`src/rtl/irq_pkg.sv`:
```
// Shared types and helpers for the prioritising interrupt controller.
package irq_pkg;

  typedef enum logic [1:0] {
    IDLE = 2'd0,
    REQ  = 2'd1,
    SVC  = 2'd2
  } irq_state_e;

  // Byte distance between consecutive handler entry points.
  localparam int VEC_STRIDE = 4;

  // Upper bound on source count; helpers work on vectors of this width.
  localparam int MAX_SRC = 32;

  // Index of the highest set bit (0 when the vector is empty).
  function automatic int msb_index(input logic [MAX_SRC-1:0] v);
    int idx;
    idx = 0;
    for (int i = 0; i < MAX_SRC; i++) begin
      if (v[i]) idx = i;
    end
    return idx;
  endfunction

  // One-hot vector with bit idx set.
  function automatic logic [MAX_SRC-1:0] onehot(input int idx);
    return MAX_SRC'(1) << idx;
  endfunction

endpackage

```
`src/rtl/irq_edge_sync.sv`:
```
// Two-flop synchroniser for one asynchronous request pin, followed by a
// rising-edge detector. The rise pulse lasts one cycle, so a level held high
// produces exactly one event.
module irq_edge_sync (
  input  logic clk,
  input  logic rst,
  input  logic pin,
  output logic rise
);

  logic meta;
  logic sync;
  logic prev;

  // Synchroniser chain plus the delayed copy used for edge detection.
  // NOTE: sequential state uses non-blocking assignments so every flop samples
  // the pre-edge value of its neighbour; blocking here would collapse the chain.
  always_ff @(posedge clk) begin
    if (!rst) begin
      meta <= 1'b0;
      sync <= 1'b0;
      prev <= 1'b0;
    end else begin
      meta <= pin;
      sync <= meta;
      prev <= sync;
    end
  end

  assign rise = sync & ~prev;

endmodule

```
`src/rtl/irq_controller.sv`:
```
// Prioritising interrupt controller in front of the pipeline's trap entry.
// Synchronises and edge-detects N_SRC request pins, keeps a pending bit per
// source, picks the highest eligible index, and runs a req/ack handshake.
// Acknowledged sources are tracked in isr until the handler's mret.
// Build option: define IRQ_NEST_EN to allow a higher-index source to preempt
// an in-service handler; without it only one source is in service at a time.
module irq_controller
  import irq_pkg::*;
#(
  parameter int unsigned          N_SRC    = 3,
  parameter int unsigned          WIDTH    = 32,
  parameter logic [WIDTH-1:0]     VEC_BASE = WIDTH'(32'h0000_0100),
  localparam int unsigned         CW       = (N_SRC > 1) ? $clog2(N_SRC) : 1
) (
  input  logic             clk,
  input  logic             rst,
  input  logic [N_SRC-1:0] irq_in,
  input  logic             ie,
  input  logic             int_ack,
  input  logic             mret,
  output logic             int_req,
  output logic [CW-1:0]    int_cause,
  output logic [WIDTH-1:0] int_vec,
  output logic [N_SRC-1:0] pending_o,
  output logic             in_service
);

  logic [N_SRC-1:0] rise;
  logic [N_SRC-1:0] pending_q;
  logic [N_SRC-1:0] pending_d;
  logic [N_SRC-1:0] isr_q;
  logic [N_SRC-1:0] isr_d;
  irq_state_e       state_q;
  irq_state_e       state_d;
  logic [CW-1:0]    cause_q;
  logic [CW-1:0]    cause_d;
  logic [CW-1:0]    sel;
  logic             eligible;
  logic             ack_take;
  logic             mret_take;

  // One synchroniser/edge detector per source.
  for (genvar g = 0; g < N_SRC; g++) begin : g_sync
    irq_edge_sync u_sync (
      .clk  (clk),
      .rst  (rst),
      .pin  (irq_in[g]),
      .rise (rise[g])
    );
  end

  // Handshake events that actually take effect: ack only while requesting,
  // mret only when something is in service (which implies not IDLE).
  assign ack_take  = (state_q == REQ) && int_ack;
  assign mret_take = mret && (state_q != IDLE) && (|isr_q);

`ifdef IRQ_NEST_EN
  int isr_top;
  assign isr_top = msb_index(MAX_SRC'(isr_q));
`endif

  // Fixed-priority arbiter: highest pending index that may run now.
  // NOTE: every output of a combinational block gets a default first, so no
  // path leaves a value held and no latch is inferred.
  always_comb begin
    eligible = 1'b0;
    sel      = '0;
    for (int i = 0; i < int'(N_SRC); i++) begin
`ifdef IRQ_NEST_EN
      if (pending_q[i] && ((isr_q == '0) || (i > isr_top))) begin
`else
      if (pending_q[i] && (isr_q == '0)) begin
`endif
        eligible = 1'b1;
        sel      = CW'(i);
      end
    end
    eligible = eligible & ie;
  end

  // Pending bits: the acknowledged source is cleared, then fresh edges are
  // merged in, so an edge in the ack cycle survives as a new event.
  always_comb begin
    pending_d = pending_q;
    if (ack_take) pending_d = pending_d & ~N_SRC'(onehot(int'(cause_q)));
    pending_d = pending_d | rise;
  end

  // In-service set: mret retires the highest level, ack adds the granted one.
  always_comb begin
    isr_d = isr_q;
    if (mret_take) isr_d = isr_d & ~N_SRC'(onehot(msb_index(MAX_SRC'(isr_q))));
    if (ack_take)  isr_d = isr_d | N_SRC'(onehot(int'(cause_q)));
  end

  // Handshake FSM next state; the granted cause is frozen while in REQ.
  always_comb begin
    state_d = state_q;
    cause_d = cause_q;
    unique case (state_q)
      IDLE: begin
        if (eligible) begin
          state_d = REQ;
          cause_d = sel;
        end
      end
      REQ: begin
        if (ack_take) state_d = SVC;
      end
      SVC: begin
        if (mret_take && (isr_d == '0)) begin
          state_d = IDLE;
`ifdef IRQ_NEST_EN
        end else if (eligible) begin
          state_d = REQ;
          cause_d = sel;
`endif
        end
      end
      default: state_d = IDLE;
    endcase
  end

  // State, cause, pending and in-service registers.
  always_ff @(posedge clk) begin
    if (!rst) begin
      state_q   <= IDLE;
      cause_q   <= '0;
      pending_q <= '0;
      isr_q     <= '0;
    end else begin
      state_q   <= state_d;
      cause_q   <= cause_d;
      pending_q <= pending_d;
      isr_q     <= isr_d;
    end
  end

  assign int_req    = (state_q == REQ);
  assign int_cause  = cause_q;
  assign int_vec    = VEC_BASE + (WIDTH'(cause_q) * WIDTH'(VEC_STRIDE));
  assign pending_o  = pending_q;
  assign in_service = |isr_q;

endmodule

```
`config.mk`:
```
export PLATFORM = sky130hd
export DESIGN_NAME = irq_controller
export DESIGN_NICKNAME = d
export VERILOG_FILES = /design/src/rtl/irq_pkg.sv /design/src/rtl/irq_edge_sync.sv /design/src/rtl/irq_controller.sv
export SDC_FILE = /design/constraint.sdc
export NUM_CORES = 1
export LEC_CHECK = 0
export ABC_AREA = 1
export CAP_MARGIN = 40
export CELL_PAD_IN_SITES_DETAIL_PLACEMENT = 0
export CELL_PAD_IN_SITES_GLOBAL_PLACEMENT = 2
export CORE_ASPECT_RATIO = 1.75
export CORE_UTILIZATION = 21
export DETAILED_ROUTE_END_ITERATION = 16
export PLACE_DENSITY_LB_ADDON = 0.1
export SYNTH_ARGS = -nofsm -noshare
export SYNTH_HDL_FRONTEND = slang
export SYNTH_SLANG_ARGS = --single-unit
```
`constraint.sdc`:
```
create_clock -name clk -period 1.21 [get_ports clk]
set_input_delay 0.3025 -clock clk [delete_from_list [all_inputs] [get_ports clk]]
set_output_delay 0.3025 -clock clk [all_outputs]
set_load 0.005 [all_outputs]
```
==> results of run 1 <==
==> logic make-up (layout without fill, tap and decap cells) <==
group	count (synthesis)	count (layout)	synth area share
other cells	2	30	0.007705
flops	19	19	0.3902
buf+inv	53	63	0.3273
simple gates	44	44	0.2195
compound gates	10	10	0.05520
==> metal layers <==
metal / share of wire / track usage
met2: 0.58 / 0.1521
met5: 0 / 0
met1: 0.35 / 0.08806
met4: 0.033 / 0.05702
met3: 0.042 / 0.01990
==> final cells by class <==
cell class | count | area (um^2)
clock buffers | 3 | 41.29
clock inverters | 1 | 5.005
fillers | 498 | 3113
inverters | 20 | 75.07
multi-input cells | 84 | 430.4
flip-flops and latches | 19 | 389.1
well taps | 51 | 63.81
repair buffers | 39 | 326.6
==> Yosys cell counts (all sizes together) <==
master and number:
clkbuf 1, buf 32, o21ai 4, nand4 2, conb 2, nand3b 1, nand2 24, inv 20
dfxtp 19, nand3 6, nor2 10, a21oi 6, nor3 1
==> where the power goes <==
part / switching (mW) / total, mW / leakage, nW / internal, mW
Combinational: 0.120 / 0.230 / 0.534 / 0.110
Clock: 0.210 / 0.439 / 0.0255 / 0.229
Sequential: 0.0118 / 0.666 / 0.159 / 0.654
Total: 0.342 / 1.33 / 0.718 / 0.992
==> timing repair <==
item	CTS	global route
pin swaps	5	10
cloned	0	0
hold buffers	0	0
setup buffers	3	0
setup endpoints to repair	12	8
resized for setup	27	21
==> flip-flops by register name, summed over array words and instances (netlist names) <==
register            cells
isr_q                   3
g_sync.u_sync.sync      3
int_cause               2
g_sync.u_sync.prev      3
pending_o               3
g_sync.u_sync.meta      3
state_q                 2
==> worst max-delay path, stage by stage (launching register included) <==
cell and delay (ns):
sky130_fd_sc_hd__dfxtp_2 0.33, sky130_fd_sc_hd__inv_2 0.05, sky130_fd_sc_hd__nand2_2 0.06, sky130_fd_sc_hd__nor2_4 0.08
sky130_fd_sc_hd__inv_1 0.04, sky130_fd_sc_hd__buf_2 0.11
==> path summary, 6_finish.rpt <==
check                        startpoint            to  slack [ns]  depth (start not counted)
hold / removal    g_sync[0].u_sync.prev  pending_o[0]        0.40                          1
setup / recovery               isr_q[2]    in_service       -0.01                          5
setup reg to reg               isr_q[2]    state_q[1]        0.04                         10
hold reg to reg   g_sync[0].u_sync.prev  pending_o[0]        0.40                          1
==> stage by stage <==
stage	TNS (ns)	instances	hold slack (ns)	util	instance area, um^2
6_report	-0.01264	217	0.3965	0.2996	1331
5_1_grt	-0.1301	217	0.4209	0.2996	1331
4_1_cts	-0.06615	217	0.3996	0.2897	1287
3_5_place_dp	-2.058	211	0.4010	0.2739	1217
3_3_place_gp	-1.895	211	0.3953	0.2739	1217
2_1_floorplan	0	156	0.3895	-	1080
==> results.md, run 1 <==
- The flow ran to the end, but the final reports show violations.
- The checks that failed: negative setup slack.
- The iteration count of the initial detailed-routing pass is 3.
- TritonCTS built the clock tree.
- The setup slack after placement is -0.2984 ns.
- The final worst-path cycle share is 1.010.
- The critical path in this run is classified as register to output pin.
- After detailed routing, the number of vias per cell comes to 3.581.
- The total clock buffers created by CTS is 3.
- The detailed router's first-iteration violation count is 2.
- Setup repair after global routing could not meet its margin everywhere.
- Detailed routing inserted a total of 777 vias.
- After detailed routing, the average wire length per cell comes to 9.166 um.
- The number of max-slew violations in the final report was 0.
- The number of antenna violations at the first check in global routing was 0.
- The leakage power of the design is 0.7181 nW.
- The post-synthesis cell type count is 19.
- The path class of the tightest hold or removal check is register to register.
- The most common library cell in the layout ignoring fill and taps is sky130_fd_sc_hd__conb_1.
- In the final layout, the share of cells above drive strength 1 is 0.3614.
- The number of placed I/O pins is 47.
- The number of remaining DRC errors is 0.
- The number of global-route vias before repair came to 698.
- By area the synthesized netlist is led by sky130_fd_sc_hd__dfxtp_1, sky130_fd_sc_hd__buf_4, sky130_fd_sc_hd__nand2_1.
- Entering global routing, the biggest net connects 12 pins.
- The number of flip-flops and latches in the synthesized netlist is 19.
- The clock-pin slew of the registers on the worst-case setup and hold paths is 0.07 ns.
- Power spread over the standard cell area amounts to 1002 mW/mm^2.
- The final-report hold violation count is 0.
- The yosys synthesis warning count is 0.
- The share of the Yosys chip area taken by registers is 0.3902.
- The worst endpoint required time is 0.91 ns.
- The setup violation total in the final timing report is 1.
- In the synthesized netlist, the number of instances is 128.
- sky130_fd_sc_hd__dfxtp_1 takes more of the synthesized area than any other cell.
- The insertion delay to the later sink of the worst-skew pair is 0.25 ns.
- In this run the cell area of the synthesized design comes to 974.7 um^2.
- The per-instance average area after synthesis is 7.615 um^2.
- The kind of end point of the critical path is an output pin.
- The slack of the critical path is -0.01264 ns.
- The number of nets with antenna violations after detailed routing is 0.
- The initial utilization of the core area, before any placement, comes to 0.2193.
- In the global route stage, overall resource usage came out at 0.08784.
- The repair_antennas step left the layout with diodes totalling 0.
- Once detailed placement completed, the half-perimeter wirelength came to 1678 um.
- Leaving out fill and tap cells, the most frequent cells in the layout are sky130_fd_sc_hd__conb_1, sky130_fd_sc_hd__nand2_1, sky130_fd_sc_hd__buf_4, sky130_fd_sc_hd__inv_1, sky130_fd_sc_hd__dfxtp_1.
- The area fraction of the dominant cell type after synthesis is 0.3902.
- The smallest clock period supported by the final layout is computed as 1.223 ns.
- The highest fanout seen on the critical path is 2.
- The tool flagged a number of max-cap violations equal to 0.
- The number of placement rows is 32.
- Across the VDD grid, the largest voltage drop is 0.4020 mV.
- In this run the standard cell core region covers 0.004444 mm^2.
- Based on the critical path, the design can be clocked at up to 817.9 MHz.
- At the worst endpoint, the arrival time is 0.92 ns.
- The congestion estimate from routability-driven global placement came to 0.7785.
- The die boundary height is 92.13 um.
- The aggregate routed wire length is 1989 um.
- After the last flow step, the layout net total stands at 175.
- Relative to the synthesized area, the layout overhead comes to 36.59%.
- For this run the aggregate overflow at the end of global routing stands at 0.
- The deepest clock path buffer count is 2.
- CTS placed an instance of sky130_fd_sc_hd__clkbuf_8 at the clock tree root.
- The number of I/O port buffers is 16.
- Across the routed clock network, the largest skew measured is 0.003198 ns.
- The floorplan step set the die width to 53.50 um.
- Total power for the finished layout comes to 1.334 mW.
- The number of H-tree levels is 1.
- The first global-routing pass estimated 3063 um of wire.
- The overall die area is 0.004929 mm^2.
- The launching element type of the critical path is a register.
- The number of clock sinks seen by CTS is 19.
Power figures use the tool's default switching activity.
==> run 2, diff against run 1 <==
--- a/config.mk
+++ b/config.mk
@@ -11,4 +11,5 @@
 export CELL_PAD_IN_SITES_GLOBAL_PLACEMENT = 2
 export CORE_ASPECT_RATIO = 1.75
+export CORE_MARGIN = 10
 export CORE_UTILIZATION = 21
 export DETAILED_ROUTE_END_ITERATION = 16
==> constraint.sdc (replaced) <==
create_clock -name clk -period 1.21 [get_ports clk]
set_input_delay 0.242 -clock clk [delete_from_list [all_inputs] [get_ports clk]]
set_output_delay 0.242 -clock clk [all_outputs]
set_load 0.005 [all_outputs]
==> results.md, run 2 (synthesis results as in run 1) <==
- The run finished with clean final reports.
- The last weighted congestion value of the routability-driven placer is 0.7559 (-2.9%).
- The total power after layout is 1.320 mW (-1.1%).
- The insertion delay to the later sink of the worst-skew pair was 0.26 ns (about the same).
- The final-report hold violation count was 0 (unchanged).
- The detail-routed via count per cell was 3.510 (-2.0%).
- The critical path class is register to output pin.
- The fill cell total of the finished layout is 508 (+2.0%).
- The starting utilization of the core area came to 0.2193 (unchanged).
- The clock-pin slew of the registers on the worst-case setup and hold paths is 0.07 ns (about the same).
- The global-route usage over all layers was 0.05788 (-0.02996).
- The data arrival time of the worst path is 0.96 ns (+0.04 ns).
- Setup repair after global routing could not meet its margin everywhere.
- The deepest clock path buffer count is 2 (unchanged).
- The growth of design area from synthesis to finish is 28.88%.
- Leaving out fill and tap cells, the most frequent cell in the layout is sky130_fd_sc_hd__conb_1.
- The leakage power of the design is 0.6701 nW (-6.7%).
- The final worst-path cycle share is 0.9939 (-0.01656).
- In the layout the commonest cells are sky130_fd_sc_hd__conb_1, sky130_fd_sc_hd__nand2_1, sky130_fd_sc_hd__inv_1, sky130_fd_sc_hd__buf_4, sky130_fd_sc_hd__dfxtp_1.
- The slack of the critical path is 0.007397 ns (+0.02003 ns).
- The power density normalized to cell area is 1051 mW/mm^2 (+4.8%).
- The total grt overflow came to 0 (unchanged).
- The iteration count of the initial detailed-routing pass came to 3 (unchanged).
- The number of I/O port buffers was 16 (unchanged).
- Traced cell by cell, the critical path runs through inv_2 -> nand2_2 -> nor2_2 -> inv_1 -> buf_2.
- The maximum number of pins on one net before global-route repair is 12 (unchanged).
- The die width is 71.50 um (+34%).
- The setup slack after placement is -0.2271 ns (+0.07122 ns).
- The number of remaining DRC errors is 0 (unchanged).
- The buffers plus inverters on the worst setup path is 3 (unchanged).
- The clock skew after layout is 0.004132 ns (+0.0009347 ns).
- The overall via count from detail_route is 737 (-5.1%).
- The total placed cells including tap cells was 204 (-3.3%).
- The highest achievable clock rate was 831.5 MHz (+1.7%).
- The number of cells on the worst hold path is 3 (+2).
- The number of placed I/O pins is 47 (unchanged).
- The count of antenna diodes in the layout is 0 (unchanged).
- The cell type of the slowest stage on the worst timing path is sky130_fd_sc_hd__dfxtp_2.
- The die boundary height is 110.1 um (+20%).
- The total clock buffers created by CTS is 3 (unchanged).
- The multi-input gate area in the final layout came to 409.1 um^2 (-4.9%).
- The critical path's largest stage delay is 0.32 ns (about the same).
- The net count reported at finish is 168 (-4.0%).
- The number of max-slew violations in the final report is 0 (unchanged).
- The detailed router's first-iteration violation count is 11 (+9).
- The number of nets with antenna violations after detailed routing is 0 (unchanged).
- The sum of net half-perimeters after detailed placement was 1973 um (+18%).
- The worst IR drop on VDD came to 0.5642 mV (+40%).
- The area occupied by registers is 391.6 um^2 (+0.64%).
- The smallest hold slack is 0.3904 ns (-0.006093 ns).
- The number of clock sinks seen by CTS is 19 (unchanged).
- The highest fanout seen on the critical path is 2 (unchanged).
- The worst endpoint required time is 0.97 ns (+0.06 ns).
- The number of H-tree levels is 1 (unchanged).
- The number of standard cells in the final layout excluding fillers is 210 (-3.2%).
- The number of placement rows came to 32 (unchanged).
- TritonCTS built the clock tree.
- The worst setup path is launched from a register.
- The path category of the worst min-delay check is input port to register.
- The overall die area is 0.007874 mm^2 (+60%).
- The kind of end point of the critical path is an output pin.
- The max-cap check violation count came to 0 (unchanged).
- The cell count of the worst reg-to-reg path is 8 (-2).
- The core region area is 0.004444 mm^2 (unchanged).
- The global-route wire length before repair was 3608 um (+18%).
- The number of stages on the worst setup path is 5 (unchanged).
- The shortest clock period the worst path allows after layout is 1.203 ns (-0.02003 ns).
- The number of global-route vias before repair came to 727 (+4.2%).
- On the critical path the largest part of the delay comes from flip-flops.
- The share of final-layout standard cells stronger than drive strength 1 was 0.2893 (-0.07214).
- The number of antenna violations at the first check in global routing is 0 (unchanged).
- The aggregate routed wire length is 2407 um (+21%).
- The clock root buffer is sky130_fd_sc_hd__clkbuf_8.
- The setup violation total in the final timing report was 0 (-1).
- The detail-routed net length per standard cell is 11.46 um (+25%).
## run 2: per-stage QoR
stage / util / instance area [um^2] / setup TNS (ns)
4_1_cts: 0.2745 / 1220 / -0.1185
5_1_grt: 0.2827 / 1256 / -0.1061
6_report: 0.2827 / 1256 / 0
3_3_place_gp: 0.2621 / 1165 / -1.314
2_1_floorplan: - / 1080 / 0
3_5_place_dp: 0.2621 / 1165 / -1.465
## run 2: path summary, 6_finish.rpt
check	startpoint	end	slack [ns]
max	isr_q[2]	in_service	0.007
min	int_ack	state_q[1]	0.39
max reg2reg	isr_q[2]	int_cause[0]	0.03
min reg2reg	g_sync[1].u_sync.prev	pending_o[1]	0.40
## run 2: repair_timing
action                     in CTS  in global routing
hold buffers                    0                  0
setup endpoints to repair      10                  5
setup buffers                   1                  1
pin swaps                       0                  7
hold endpoints to repair        0                  0
gates resized for setup        19                 16
## run 2: area by class of cell
cell class,instances,area share
Tap cell,51,0.05080
Inverter,20,0.05976
Sequential cell,19,0.3118
Clock inverter,1,0.003984
Timing Repair Buffer,32,0.2151
Clock buffer,3,0.03287
Multi-Input combinational cell,84,0.3257
## run 2: layer usage
layer	wire, um	track usage	vias to the layer above
met3	127	0.01880	2
met5	0	0	-
met4	19	0.02500	0
met2	1401	0.1146	22
met1	859	0.05100	330
li1	-	-	383
## run 2: worst reg2reg max path, stage by stage, from the launching register on
cell and delay (ns):
sky130_fd_sc_hd__dfxtp_2 0.32, sky130_fd_sc_hd__inv_2 0.06, sky130_fd_sc_hd__nand2_2 0.05, sky130_fd_sc_hd__nor2_2 0.11, sky130_fd_sc_hd__buf_4 0.15, sky130_fd_sc_hd__nand3b_4 0.12
sky130_fd_sc_hd__nor2_2 0.13, sky130_fd_sc_hd__nand2_1 0.06, sky130_fd_sc_hd__a21oi_1 0.11
## run 2: report_power, final
group / internal, mW / leakage (nW) / switching, mW
sequential: 0.655 / 0.159 / 0.0135
clock: 0.229 / 0.0255 / 0.217
combinational: 0.0906 / 0.485 / 0.116
total: 0.974 / 0.670 / 0.346
==> run 3, diff against run 2 <==
- CORE_MARGIN: 10 -> not set
- PLACE_DENSITY: not set -> 0.84
- PLACE_DENSITY_LB_ADDON: 0.1 -> not set
==> results.md, run 3 (synthesis results as in run 1) <==
- The count of antenna diodes in the layout is 0 (unchanged).
- The detailed router used layers up to and including met4.
- The maximum number of pins on one net before global-route repair is 11 (-1).
- The power density normalized to cell area came to 1022 mW/mm^2 (-2.7%).
- The shortest clock period the worst path allows after layout was 1.187 ns (-0.01515 ns).
- The root buffer cell chosen for the clock tree is sky130_fd_sc_hd__clkbuf_8.
- The growth of design area from synthesis to finish is 29.65%.
- The highest achievable clock rate is 842.1 MHz (+1.3%).
- Leaving out fill and tap cells, the most frequent cell in the layout is sky130_fd_sc_hd__conb_1.
- The hold-fix buffer count after cts is 0 (unchanged).
- The worst setup path is launched from a register.
- The critical path's largest stage delay came to 0.33 ns (about the same).
- The detail-routed via count per cell is 3.543 (+0.95%).
- The max-cap check violation count came to 0 (unchanged).
- The number of remaining DRC errors came to 0 (unchanged).
- The amount of wire on met2 after detailed routing was 882 um (-37%).
- The met1 routed wirelength after detailed routing is 678 um (-21%).
- The share of final-layout standard cells stronger than drive strength 1 was 0.2704 (-0.01887).
- The met3 layer wire length in the routed design is 106 um (-17%).
- The number of clock sinks seen by CTS is 19 (unchanged).
- The worst IR drop on VDD is 0.4767 mV (-16%).
- The total placed cells including tap cells is 205 (+0.49%).
- The total clock buffers created by CTS is 3 (unchanged).
- The die boundary height came to 92.13 um (-16%).
- The detailed router's first-iteration violation count came to 12 (+1).
- The kind of cell with the highest combined delay on the critical path is simple AND/OR/NAND/NOR gates.
- The fraction of the core area covered by cells at the end of the flow is 0.2843 (+0.001689).
- The die width is 53.50 um (-25%).
- The clock-pin slew of the registers on the worst-case setup and hold paths came to 0.07 ns (about the same).
- The sum of net half-perimeters after detailed placement is 1319 um (-33%).
- The buffers plus inverters on the worst setup path is 3 (unchanged).
- In the layout the commonest cells are sky130_fd_sc_hd__conb_1, sky130_fd_sc_hd__nand2_1, sky130_fd_sc_hd__inv_1, sky130_fd_sc_hd__buf_4, sky130_fd_sc_hd__dfxtp_1.
- The critical path goes through buf_6 -> buf_6 -> buf_6 -> nand4_4 -> nand2_1 -> nor2_2 -> nand2_1 -> nand2_1 -> a21oi_2.
- The leakage power of the design is 0.6620 nW (-1.2%).
- The core region area is 0.004444 mm^2 (unchanged).
- The number of H-tree levels is 1 (unchanged).
- The setup violation total in the final timing report was 0 (unchanged).
- The iteration count of the initial detailed-routing pass is 4 (+1).
- The global-route usage over all layers was 0.07540 (+0.01752).
- The overall via count from detail_route is 744 (+0.95%).
- The data arrival time of the worst path is 1.33 ns (+0.37 ns).
- The total grt overflow is 0 (unchanged).
- The overall die area is 0.004929 mm^2 (-37%).
- The number of max-slew violations in the final report is 0 (unchanged).
- The number of standard cells in the final layout excluding fillers is 210 (unchanged).
- The deepest clock path buffer count is 2 (unchanged).
- The insertion delay to the later sink of the worst-skew pair is 0.25 ns (about the same).
- The starting utilization of the core area is 0.2193 (unchanged).
- The clock skew after layout is 0.003100 ns (-0.001032 ns).
- The clock tree from TritonCTS is built.
- The critical path class is register to register.
- The number of global-route vias before repair was 627 (-14%).
- The flow ran to the end, and the final reports show no timing, DRC or antenna violations.
- The final-report hold violation count came to 0 (unchanged).
- The final worst-path cycle share is 0.9814 (-0.01252).
- The number of placed I/O pins is 47 (unchanged).
- The number of I/O port buffers is 16 (unchanged).
- Setup repair after global routing could not meet its margin everywhere.
- The cell type of the slowest stage on the worst timing path is sky130_fd_sc_hd__dfxtp_2.
- The number of antenna violations at the first check in global routing came to 0 (unchanged).
- The net count reported at finish is 168 (unchanged).
- The number of placement rows is 32 (unchanged).
- The kind of end point of the critical path is a register.
- The global-route wire length before repair came to 2649 um (-27%).
- The last weighted congestion value of the routability-driven placer was 0.7458 (-1.3%).
- The path category of the worst min-delay check is register to register.
- The highest fanout seen on the critical path is 3 (+1).
- The aggregate routed wire length came to 1690 um (-30%).
- The number of nets with antenna violations after detailed routing is 0 (unchanged).
- The worst endpoint required time is 1.35 ns (+0.38 ns).
- The detail-routed net length per standard cell was 8.048 um (-30%).
run 3: final timing paths:
kind	slack [ns]	end	from	depth (start not counted)
worst min-delay path	0.40	pending_o[1]	g_sync[1].u_sync.prev	1
worst max register to register	0.02	state_q[1]	int_cause[0]	9
worst min register to register	0.40	pending_o[1]	g_sync[1].u_sync.prev	1
worst max-delay path	0.02	state_q[1]	int_cause[0]	9
run 3: stage by stage:
step / instance area [um^2] / setup slack (ns) / hold slack [ns] / TNS [ns] / power, mW
floorplan: 1080 / 0.1679 / 0.3396 / 0 / 0.8471
global placement: 1172 / -0.2020 / 0.3907 / -1.282 / 0.8744
detailed placement: 1172 / -0.2083 / 0.3980 / -1.295 / 0.8754
CTS: 1259 / -0.0005859 / 0.4032 / -0.0005859 / 1.309
global route: 1264 / -0.05568 / 0.4081 / -0.09205 / 1.371
finish: 1264 / 0.02254 / 0.3963 / 0 / 1.292
run 3: layout make-up:
cell class,count,area (um^2)
clock buffer,4,45.04
fill,485,3181
inverter,20,75.07
multi-input combinational,84,410.4
sequential,19,390.4
tap,51,63.81
timing repair buffer,32,279.0
run 3: timing repair:
item                       in CTS  in global routing
setup endpoints to repair      10                  7
gates resized for setup        22                 10
pin swaps                       6                  4
buffers inserted                3                  0
run 3: where the power goes:
part	internal, mW	total (mW)	switching, mW
registers	0.655	0.671	0.0162
logic	0.0861	0.187	0.101
clock network	0.234	0.433	0.200
run 3: routing by layer:
layer | vias up | global-route usage
li1 | 385 | -
met3 | 2 | 0.02322
met1 | 326 | 0.07150
met2 | 31 | 0.1323
met5 | - | 0
met4 | 0 | 0.04605
